--- config.mk ---
export PLATFORM = sky130hd
export DESIGN_NAME = led_display_queue
export DESIGN_NICKNAME = d
export VERILOG_FILES = /design/src/rtl/led_display_queue_pkg.sv /design/src/rtl/led_display_queue_sync_fifo.sv /design/src/rtl/led_display_queue.sv
export SDC_FILE = /design/constraint.sdc
export NUM_CORES = 1
export LEC_CHECK = 0
export CAP_MARGIN = 5
export CORE_UTILIZATION = 59
export CTS_BUF_LIST = sky130_fd_sc_hd__clkbuf_8 sky130_fd_sc_hd__clkbuf_16
export DETAILED_ROUTE_END_ITERATION = 8
export PLACE_DENSITY = 0.78
export REMOVE_ABC_BUFFERS = 1
export SLEW_MARGIN = 40
export SYNTH_ARGS = -nofsm -noshare
export SYNTH_HDL_FRONTEND = slang
export SYNTH_SLANG_ARGS = --single-unit
--- constraint.sdc ---
create_clock -name Clock -period 3.95 [get_ports Clock]
set_clock_uncertainty 0.2 [all_clocks]
set_input_delay 1.185 -clock Clock [delete_from_list [all_inputs] [get_ports Clock]]
set_output_delay 1.185 -clock Clock [all_outputs]
set_load 0.05 [all_outputs]
--- src/rtl/led_display_queue_pkg.sv ---
// Shared definitions for the LED display queue: data width and FSM state encoding.
package led_display_queue_pkg;

    localparam int LED_WIDTH = 8;

    typedef enum logic {
        IDLE = 1'b0,
        SHOW = 1'b1
    } ledState_t;

endpackage

--- src/rtl/led_display_queue_sync_fifo.sv ---
// Small synchronous FIFO with a combinational head output and registered occupancy.
// The storage array is not reset; its contents are unreachable while the count is zero.
module sync_fifo #(
    parameter int WIDTH = 8,
    parameter int DEPTH = 4
) (
    input  logic             Clock,
    input  logic             Reset,
    input  logic             push,
    input  logic             pop,
    input  logic [WIDTH-1:0] dataIn,
    output logic [WIDTH-1:0] head,
    output logic             full,
    output logic             empty
);

    localparam int PTR_W = $clog2(DEPTH);
    localparam logic [PTR_W:0] FULL_COUNT = (PTR_W + 1)'(DEPTH);

    logic [WIDTH-1:0] mem [DEPTH];
    logic [PTR_W-1:0] wrPtr;
    logic [PTR_W-1:0] rdPtr;
    logic [PTR_W:0]   count;
    logic             doPush;
    logic             doPop;

    // A push into a full FIFO is only legal when the head leaves on the same edge.
    assign doPop  = pop && !empty;
    assign doPush = push && (!full || doPop);

    always_ff @(posedge Clock) begin
        if (Reset) begin
            wrPtr <= '0;
            rdPtr <= '0;
            count <= '0;
        end else begin
            if (doPush) wrPtr <= wrPtr + 1'b1;
            if (doPop)  rdPtr <= rdPtr + 1'b1;
            if (doPush && !doPop)      count <= count + 1'b1;
            else if (doPop && !doPush) count <= count - 1'b1;
        end
    end

    always_ff @(posedge Clock) begin
        if (doPush) mem[wrPtr] <= dataIn;
    end

    assign head  = mem[rdPtr];
    assign full  = (count == FULL_COUNT);
    assign empty = (count == '0);

endmodule

--- src/rtl/led_display_queue.sv ---
// Queues CPU LED writes and holds each value on the board LEDs for HOLD_CYCLES clocks.
// state | meaning
// IDLE  | nothing being shown, oLed keeps the last value
// SHOW  | value held on oLed, hold counter running down to zero
module led_display_queue
    import led_display_queue_pkg::*;
#(
    parameter int DEPTH       = 4,
    parameter int HOLD_CYCLES = 50000000
) (
    input  logic                 Clock,
    input  logic                 Reset,
    input  logic                 iWriteEnable,
    input  logic [LED_WIDTH-1:0] iData,
    output logic [LED_WIDTH-1:0] oLed,
    output logic                 oEmpty,
    output logic                 oFull,
    output logic                 oBusy,
    output logic                 oDropped
);

    localparam logic [31:0] HOLD_RELOAD = 32'(HOLD_CYCLES - 1);

    ledState_t            state;
    logic [31:0]          holdCount;
    logic [LED_WIDTH-1:0] fifoHead;
    logic                 fifoPop;
    logic                 fifoPush;

    // The next value is taken when idle or when the current hold expires, so holds run back-to-back.
    assign fifoPop  = !oEmpty && ((state == IDLE) || (holdCount == '0));
    assign fifoPush = iWriteEnable && (!oFull || fifoPop);

    sync_fifo #(
        .WIDTH (LED_WIDTH),
        .DEPTH (DEPTH)
    ) ledFifo (
        .Clock  (Clock),
        .Reset  (Reset),
        .push   (fifoPush),
        .pop    (fifoPop),
        .dataIn (iData),
        .head   (fifoHead),
        .full   (oFull),
        .empty  (oEmpty)
    );

    always_ff @(posedge Clock) begin
        if (Reset) begin
            state     <= IDLE;
            holdCount <= '0;
            oLed      <= '0;
            oDropped  <= 1'b0;
        end else begin
            oDropped <= iWriteEnable && !fifoPush;
            if (fifoPop) begin
                oLed      <= fifoHead;
                holdCount <= HOLD_RELOAD;
                state     <= SHOW;
            end else if (state == SHOW) begin
                if (holdCount == '0) state <= IDLE;
                else                 holdCount <= holdCount - 1'b1;
            end
        end
    end

    assign oBusy = (state == SHOW);

endmodule

# Yosys cells after proc, flatten, opt, wreduce, memory -nomap -nowiden
# Memories as Yosys holds them, arrays and structs flattened. A register that Yosys moved wholly into a read port is not among the register bits.
# Index checks and enable logic that the tools add are counted.
[word_totals]
wordCells = 49
reg_bits = 41
mem_bits_ro = 0
output_inout_bits = 12
memories = 1
inputBits = 11
latch_bits = 0
mem_bits_rw = 32
[mem_list]
columns = ["memory", "words", "width", "rd", "rd_clocked_by_memory_dff", "write_ports", "line", "source"]
rows = [
  ["ledFifo.mem", 4, 8, 1, 1, 1, "led_display_queue_sync_fifo.sv:20", "logic [WIDTH-1:0] mem [DEPTH];"],
]
[op_classes]
n_eq_ne = 2
div = 0
shifts = 0
muxes = 10
magnitude_cmp = 0
bitwise = 2
reduce_logical = 22
addsub = 5
mul = 0
[ops]
columns = ["operator", "n"]
rows = [
  ["$mux W26", 3],
  ["$logic_not A32 Y1", 1],
  ["$sub A32 B1 Y32 const B", 1],
  ["$logic_and A1 B1 Y1", 7],
  ["$mux W3", 2],
  ["$logic_not A1 Y1", 5],
  ["$mux W1", 5],
  ["$add A2 B1 Y2 const B", 2],
  ["$reduce_and A2 Y1", 2],
  ["$reduce_bool A2 Y1", 2],
  ["$add A3 B1 Y3 const B", 1],
  ["$eq A3 B3 Y1 const B", 1],
  ["$logic_not A3 Y1", 1],
  ["$logic_or A1 B1 Y1", 3],
  ["$sub A3 B1 Y3 const B", 1],
  ["$ne A2 B2 Y1 const B", 1],
  ["$not A1 Y1", 2],
  ["$reduce_or A2 Y1", 1],
]

# Logic depth before layout (Yosys ltp)
# Gate-level depths: netlist of run 1.
[logic_depth]
word_depth = 10
depth_mapped = 13
mapped_depth_nobuf = 13

# Cells and area by module
# From an unflattened synthesis of run 1, not the netlist that was laid out.
[hier_totals]
cells_unflattened = 342
area_unflattened_um2 = 3812.4
[modules_own_cells]
columns = ["mod", "instances", "area_each_um2", "seq_area_each_um2", "cells_per_inst"]
rows = [
  ["led_display_queue", 1, 2179.6, 840.8, 252],
  ["sync_fifo", 1, 1632.8, 1141.1, 90],
]

# Worst setup path before layout of run 1
# No wires, ideal clock.
[synth_timing]
path_kind = "reg-to-reg"
startpoint = "register holdCount[19]"
endpoint = "register ledFifo.count[2]"
t_arrival_ns = 2.714
n_path_buf = 1
setup_ns = 0.070
t_required_ns = 3.680
stages_incl_launch_ff = 13
slack_ns = 0.965
period_less_slack_ns = 2.985
path_cell_list = "dfxtp_1 -> nor4_1 -> and4_1 -> buf_2 -> a31oi_2 -> nor2_1 -> inv_1 -> ha_1 -> inv_1 -> fa_1 -> xor2_1 -> or3_1 -> a21oi_1"
[synth_between]
elab_chain_cells = 9
elab_cells_between_ends = 14
classes_between = "1 x mux; 13 x reduce/logical"
[synth_rtl]
columns = ["element", "line", "source"]
rows = [
  ["start: declaration", "led_display_queue.sv:25", "logic [31:0] holdCount;"],
  ["start signal: assignment", "led_display_queue.sv:62", "else holdCount <= holdCount - 1'b1;"],
  ["$logic_not A32 Y1 *", "led_display_queue.sv:31", "assign fifoPop = !oEmpty && ((state == IDLE) || (holdCount == '0));"],
  ["$logic_or A1 B1 Y1 *", "led_display_queue.sv:31", ""],
  ["$logic_and A1 B1 Y1 *", "led_display_queue.sv:31", ""],
  ["$logic_or A1 B1 Y1 / $logic_and A1 B1 Y1 (equally long branches)", "led_display_queue.sv:32, led_display_queue_sync_fifo.sv:28", ""],
  ["$logic_and A1 B1 Y1 / $logic_or A1 B1 Y1 (equally long branches)", "led_display_queue.sv:32, led_display_queue_sync_fifo.sv:29", ""],
  ["$logic_and A1 B1 Y1", "led_display_queue_sync_fifo.sv:29", "assign doPush = push && (!full || doPop);"],
  ["$logic_not A1 Y1", "led_display_queue_sync_fifo.sv:40", "else if (doPop && !doPush) count <= count - 1'b1;"],
  ["$logic_and A1 B1 Y1", "led_display_queue_sync_fifo.sv:40", ""],
  ["$reduce_bool A2 Y1 (no line)", "-", ""],
  ["end signal: assignment", "led_display_queue_sync_fifo.sv:39", "if (doPush && !doPop) count <= count + 1'b1;"],
  ["end signal: assignment", "led_display_queue_sync_fifo.sv:40", ""],
  ["end: declaration", "led_display_queue_sync_fifo.sv:23", "logic [PTR_W:0] count;"],
]
# Mark *: on every way between the ends. The rest lies on a longest branch, timed or not.
# A chain may end at the register's enable or synchronous reset.

# Worst setup path after layout of run 1
[layout_timing]
startpoint = "input iWriteEnable"
endpoint = "register ledFifo.count[2]"
[layout_between]
elab_chain_cells = 5
elab_cells_between_ends = 7
classes_between = "1 x mux; 6 x reduce/logical"
[layout_rtl]
columns = ["element", "line", "source"]
rows = [
  ["start: declaration", "led_display_queue.sv:13", "input logic iWriteEnable,"],
  ["$logic_and A1 B1 Y1 *", "led_display_queue.sv:32", "assign fifoPush = iWriteEnable && (!oFull || fifoPop);"],
  ["$logic_and A1 B1 Y1 *", "led_display_queue_sync_fifo.sv:29", ""],
  ["via ledFifo.doPush", "led_display_queue_sync_fifo.sv:24", "logic doPush;"],
  ["$logic_not A1 Y1", "led_display_queue_sync_fifo.sv:40", ""],
  ["$logic_and A1 B1 Y1", "led_display_queue_sync_fifo.sv:40", ""],
  ["$reduce_bool A2 Y1 (no line)", "-", ""],
]
# The timed path passes the listed nets; every way through them passes the cells marked *.

==> results.json, run 1 <==
{
  "p_sw_frac": 0.428,
  "dieArea_sq_um": 6700,
  "max_stage_delay_ns": 0.54,
  "finalWorstSetupSlack_ns": 0.654,
  "drc_errors": 0,
  "setup_viol": 0,
  "multi_input_area_sq_um": 1670,
  "root_buffer": "clkbuf_8",
  "first_iter_violations": 208,
  "synth_ff_type": "dfxtp_1",
  "routed_wirelength_um": 8170,
  "postCtsHoldBufs": 0,
  "p_per_area_nw_per_um2": 785,
  "cp.buffers_inverters": 2,
  "slew_headroom": 0.562,
  "pwr-share-seq": 0.380,
  "layout-drive-gt1-share": 0.130,
  "path_max_fanout": 5,
  "maxCapViolCount": 0,
  "nFillCells": 449,
  "initial_core_util": 0.625,
  "synth.yosys.seq_area_share": 0.516,
  "rows": 28,
  "power.internal_uw": 1920,
  "overflow": 0,
  "core_sq_um": 6030,
  "path_class": "in -> reg",
  "min_period_ns": 3.30,
  "cp_top_family": "simple AND/OR/NAND/NOR gates",
  "antenna_found_initial": 0,
  "tritoncts": "yes",
  "cts_buffer_depth": 2,
  "diodes": 0,
  "cts.clk_slew.worst_paths_ns": 0.09,
  "switchingPower_uw": 1430,
  "avgViaCountPerCell": 6.46,
  "rsz0062_at_grt": "false",
  "area_delta_synth_final_pct": 13.4,
  "post-cts-setup-buffers": 0,
  "insertion_delay_ns": 0.35,
  "slew_violations": 0,
  "netlist_instances": 349,
  "portBuffers": 22,
  "dp_hpwl_um": 5460,
  "syn_avg_cell_area_sq_um": 10.8,
  "pre_cts_slack_ns": 0.344,
  "antenna_left": 0,
  "critPathLaunchType": "primary input",
  "die_x_um": 81.9,
  "cp_slowest_cell": "clkdlybuf4s50_1",
  "yosys_warnings": 0,
  "wire_per_inst_um": 18.1,
  "status": "complete, no violations",
  "drtPass1Iterations": 4,
  "synthDistinctLibCells": 56,
  "ctsResizeCount": 0,
  "hold_viol": 0,
  "die_y_um": 81.9,
  "synth_edf_count": 32,
  "register_area_sq_um": 1940,
  "grt_pass1_vias": 2726,
  "syn_area_sq_um": 3760,
  "crit_arrival_ns": 3.39,
  "grt_use_total": 0.262,
  "crit_chain": "clkdlybuf4s50_1 -> nand4_1 -> nand2_1 -> ha_1 -> inv_1 -> fa_1 -> xor2_1 -> or3_1 -> a21oi_1",
  "cts.sinks": 81,
  "p_comb_frac": 0.429,
  "leakagePower_uw": 0.00148,
  "gp_congestion": 0.833,
  "async_reset_ff_frac": 0,
  "dpl-instance-area_sq_um": 4050,
  "cts_made_buffers": 9,
  "grt_start_max_net_pins": 25,
  "tightest_slew_ns": 0.657,
  "fin_area_sq_um": 4270,
  "io_pins": 23,
  "nNetsFinal": 391,
  "synth_seq_cells": 81,
  "grt_pass1_wl_um": 13000,
  "via_count": 2921,
  "required_ns": 4.04,
  "htreeDepth": 3,
  "period_share": 0.834,
  "peakVddDrop_mv": 0.486,
  "end_kind": "flip-flop",
  "clkPwrFrac": 0.191,
  "finalSetupTns_ns": 0,
  "min-delay-path-class": "reg -> reg",
  "timing.fmax_mhz": 303
}
per-stage QoR:
stage / power, uW / utilization / instances / hold WS (ns)
finish: 3350 / 0.708 / 452 / 0.286
global route: 3560 / 0.708 / 452 / 0.329
CTS: 3350 / 0.708 / 452 / 0.282
detailed placement: 2710 / 0.673 / 436 / 0.269
global placement: 2660 / 0.673 / 436 / 0.263
floorplan: 2240 / - / 329 / 0.257
routing by layer:
| layer | track usage | routed length [um] | vias to the layer above | share of wire |
|---|---|---|---|---|
| met3 | 0.0522 | 306 | 12 | 0.037 |
| met2 | 0.431 | 4100 | 71 | 0.50 |
| met5 | 0 | 0 | - | 0 |
| met1 | 0.333 | 3630 | 1429 | 0.44 |
| met4 | 0.116 | 123 | 0 | 0.015 |
| li1 | - | - | 1409 | - |
cell families after synthesis:
group | count (synthesis) | share of synthesized area
compound gates | 94 | 0.173
xor+xnor | 7 | 0.0163
fa+ha+maj | 8 | 0.0286
buf+inv | 36 | 0.0416
flops | 81 | 0.516
mux | 10 | 0.0535
simple gates | 113 | 0.171
power by group through the flow:
| stage | combinational, uW | clock, uW | sequential, uW |
|---|---|---|---|
| after floorplan | 886 | 0 | 1350 |
| after global placement | 1380 | 0 | 1280 |
| after detailed placement | 1420 | 0 | 1290 |
| after CTS | 1430 | 650 | 1270 |
| after global routing | 1570 | 680 | 1310 |
| final | 1440 | 640 | 1270 |
flip-flops by register name, indices dropped and copies added (netlist names):
| register | count |
|---|---|
| holdCount | 32 |
| ledFifo.count | 3 |
| ledFifo.mem | 32 |
| ledFifo.rdPtr | 2 |
| ledFifo.wrPtr | 2 |
| oBusy | 1 |
| oDropped | 1 |
| oLed | 8 |
worst min-delay path: cells and delay by family, from the launching register on:
kind / cells / cell delay, ns
DFF: 1 / 0.32
AOI/OAI and AO/OA: 2 / 0.13
cells in the final DEF (no fill, tap or decap), drive strengths merged, types with 11 or more instances in the layout:
cell type	Yosys	layout
buf	11	11
nand3	17	17
clkdlybuf4s50	0	21
a21oi	28	28
nor2	24	24
nor3	15	15
edfxtp	32	32
dfxtp	49	49
o21ai	15	15
inv	16	19
synth_stat cells, types with 2 or more instances:
master,number,area [sq um]
and4_1,3,26.3
nor2_1,24,90.1
o31a_1,2,17.5
nor4b_1,3,26.3
a41o_1,3,30.0
or4_1,3,22.5
nand3_1,17,85.1
or3_1,7,43.8
nand4b_1,2,17.5
or4_4,3,33.8
a221oi_1,4,35.0
a211oi_1,7,52.6
mux4_2,8,180
buf_6,2,22.5
clkbuf_1,9,33.8
o21ai_0,15,75.1
nor3_1,15,75.1
a31o_2,5,43.8
buf_1,4,15.0
ha_1,7,87.6
o21a_1,2,15.0
a311oi_1,6,52.6
and2_1,4,25.0
nand4_1,7,43.8
a41oi_1,3,26.3
xor2_1,6,52.6
edfxtp_1,32,961
a21oi_1,27,135
o211ai_1,4,30.0
nor4_1,7,43.8
and3_1,5,31.3
nor2b_1,2,12.5
inv_1,16,60.1
buf_2,5,25.0
a21o_1,2,15.0
nand2_1,6,22.5
dfxtp_1,49,981
a31oi_1,5,31.3
final timing paths:
| check | slack, ns | startpoint | cells after the start | to |
|---|---|---|---|---|
| setup / recovery | 0.65 | iWriteEnable | 9 | ledFifo.count[2] |
| hold / removal | 0.29 | oLed[4] | 2 | oLed[4] |
| setup reg to reg | 0.68 | holdCount[7] | 11 | ledFifo.count[2] |
| hold reg to reg | 0.29 | oLed[4] | 2 | oLed[4] |
final cells by class:
cell class	count	share of cell area
clock inverters	7	0.0208
repair buffers	32	0.0686
well taps	75	0.0220
multi-input cells	232	0.390
flip-flops and latches	81	0.455
clock buffers	9	0.0290
inverters	16	0.0141
(Power assumes the default switching activity.)
==> run 2, diff against run 1 <==
==> constraint.sdc (replaced) <==
create_clock -name Clock -period 3.3 [get_ports Clock]
set_clock_uncertainty 0.2 [all_clocks]
set_input_delay 0.99 -clock Clock [delete_from_list [all_inputs] [get_ports Clock]]
set_output_delay 0.99 -clock Clock [all_outputs]
set_load 0.05 [all_outputs]
==> results.json, run 2 (synthesized netlist as in run 1, its figures left out) <==
{
  "nNetsFinal": 397,
  "avgViaCountPerCell": 6.46,
  "io_pins": 23,
  "grt_start_max_net_pins": 25,
  "timing.fmax_mhz": 325,
  "die_x_um": 81.9,
  "wl_met1_um": 3580,
  "wire_per_inst_um": 18.3,
  "regToRegEndpoint": "ledFifo.count[2]",
  "die_y_um": 81.9,
  "leakagePower_uw": 0.00151,
  "crit_chain": "nor4_1 -> and3_1 -> nand4_1 -> nand2_1 -> ha_1 -> inv_1 -> fa_1 -> xor2_1 -> or3_1 -> a21oi_1",
  "finalSetupTns_ns": 0,
  "initial_core_util": 0.625,
  "end_kind": "flip-flop",
  "min_period_ns": 3.08,
  "cp_slowest_cell": "nor4_1",
  "layout_common_cells": "49 x dfxtp_1, 32 x edfxtp_1, 27 x a21oi_1",
  "grt_pass1_wl_um": 13400,
  "path_max_fanout": 4,
  "ctsResizeCount": 0,
  "dieArea_sq_um": 6700,
  "drtPass1Iterations": 4,
  "gp_congestion": 0.827,
  "reg_top3": "holdCount: 32 flops, ledFifo.mem: 32 flops, oLed: 8 flops",
  "cts_made_buffers": 9,
  "holdPathStages": 2,
  "regToRegSetupSlack_ns": 0.22,
  "hold_end": "oLed[3]",
  "antenna_left": 0,
  "layout_commonest_cell": "dfxtp_1",
  "area_delta_synth_final_pct": 14.6,
  "required_ns": 3.39,
  "dr_wl_met3_um": 428,
  "rsz0062_at_grt": "false",
  "period_share": 0.933,
  "insertion_delay_ns": 0.36,
  "cp.buffers_inverters": 1,
  "cts_buffer_depth": 2,
  "dp_hpwl_um": 5610,
  "hold_viol": 0,
  "drc_errors": 0,
  "antenna_found_initial": 0,
  "slew_violations": 0,
  "htreeDepth": 3,
  "wl_met2_um": 4290,
  "slew_headroom": 0.549,
  "reg2reg_depth": 10,
  "portBuffers": 22,
  "cp_top_family": "simple AND/OR/NAND/NOR gates",
  "cts.clk_slew.worst_paths_ns": 0.09,
  "maxCapViolCount": 0,
  "overflow": 0,
  "path_class": "reg -> reg",
  "min-delay-path-class": "reg -> reg",
  "diodes": 0,
  "setup_viol": 0,
  "layout-drive-gt1-share": 0.141,
  "grt_pass1_vias": 2762,
  "routed_wirelength_um": 8380,
  "post-cts-setup-buffers": 0,
  "cts.sinks": 81,
  "critPathLaunchType": "flip-flop",
  "peakVddDrop_mv": 0.621,
  "topRoutingLayerUsed": "met4",
  "root_buffer": "clkbuf_8",
  "grt_use_total": 0.272,
  "status": "complete, no violations",
  "placed_cells": 442,
  "crit_arrival_ns": 3.17,
  "tritoncts": "yes",
  "rows": 28,
  "via_count": 2957,
  "fin_cells": 458,
  "tightest_slew_ns": 0.676,
  "r2r-start": "holdCount[24]",
  "postCtsHoldBufs": 0,
  "p_per_area_nw_per_um2": 942,
  "core_sq_um": 6030,
  "first_iter_violations": 277,
  "max_stage_delay_ns": 0.56,
  "min_from": "oLed[3]"
}
-- run 2: changes by cell type in the layout (fill, tap and decap cells not counted) --
cell	before	now
clkinv_8	1	0
buf_12	0	1
inv_8	0	1
buf_4	11	16
clkinv_1	0	1
inv_6	3	1
clkinvlp_4	1	2
-- run 2: area by class of cell --
class                           instances  area (sq um)
Fill cell                             470          1710
Tap cell                               75          93.8
Timing Repair Buffer                   38           350
Clock inverter                          7          77.6
Inverter                               16          60.1
Clock buffer                            9           124
Multi-Input combinational cell        232          1670
Sequential cell                        81          1940
-- run 2: per-stage QoR --
step / total power (uW) / area, sq um / hold slack [ns] / utilization / setup slack (ns)
global route: 4300 / 4310 / 0.308 / 0.716 / 0.0219
floorplan: 2680 / 3670 / 0.257 / - / 0.0192
CTS: 4050 / 4310 / 0.286 / 0.716 / 0.240
detailed placement: 3310 / 4110 / 0.273 / 0.682 / -0.0601
global placement: 3250 / 4110 / 0.267 / 0.682 / 0.0432
finish: 4060 / 4310 / 0.284 / 0.716 / 0.222
-- run 2: metal layers --
layer / vias up / GRT usage
li1: 1410 / -
met1: 1450 / 0.354
met2: 86 / 0.439
met3: 11 / 0.0789
met4: 0 / 0.0825
met5: - / 0
-- run 2: worst max path at each step --
stage,start,to,slack (ns),cells past startpoint
after CTS,ledFifo.count[0],oFull,0.24,4
after floorplan,oBusy,ledFifo.count[2],0.02,10
after detailed placement,iWriteEnable,ledFifo.count[2],-0.06,9
after global routing,holdCount[2],ledFifo.count[2],0.02,11
final,holdCount[24],ledFifo.count[2],0.22,10
after global placement,iWriteEnable,ledFifo.count[2],0.04,9
-- run 2: report_power, final --
part           switching [uW]  internal, uW
Clock                     388           356
Sequential                269          1250
Combinational            1060           734
Total                    1720          2340
-- run 2: worst min-delay path, cell delays in order (launching register included) --
cell and delay [ns]:
dfxtp_1 0.32, o21ai_0 0.06, a21oi_1 0.06
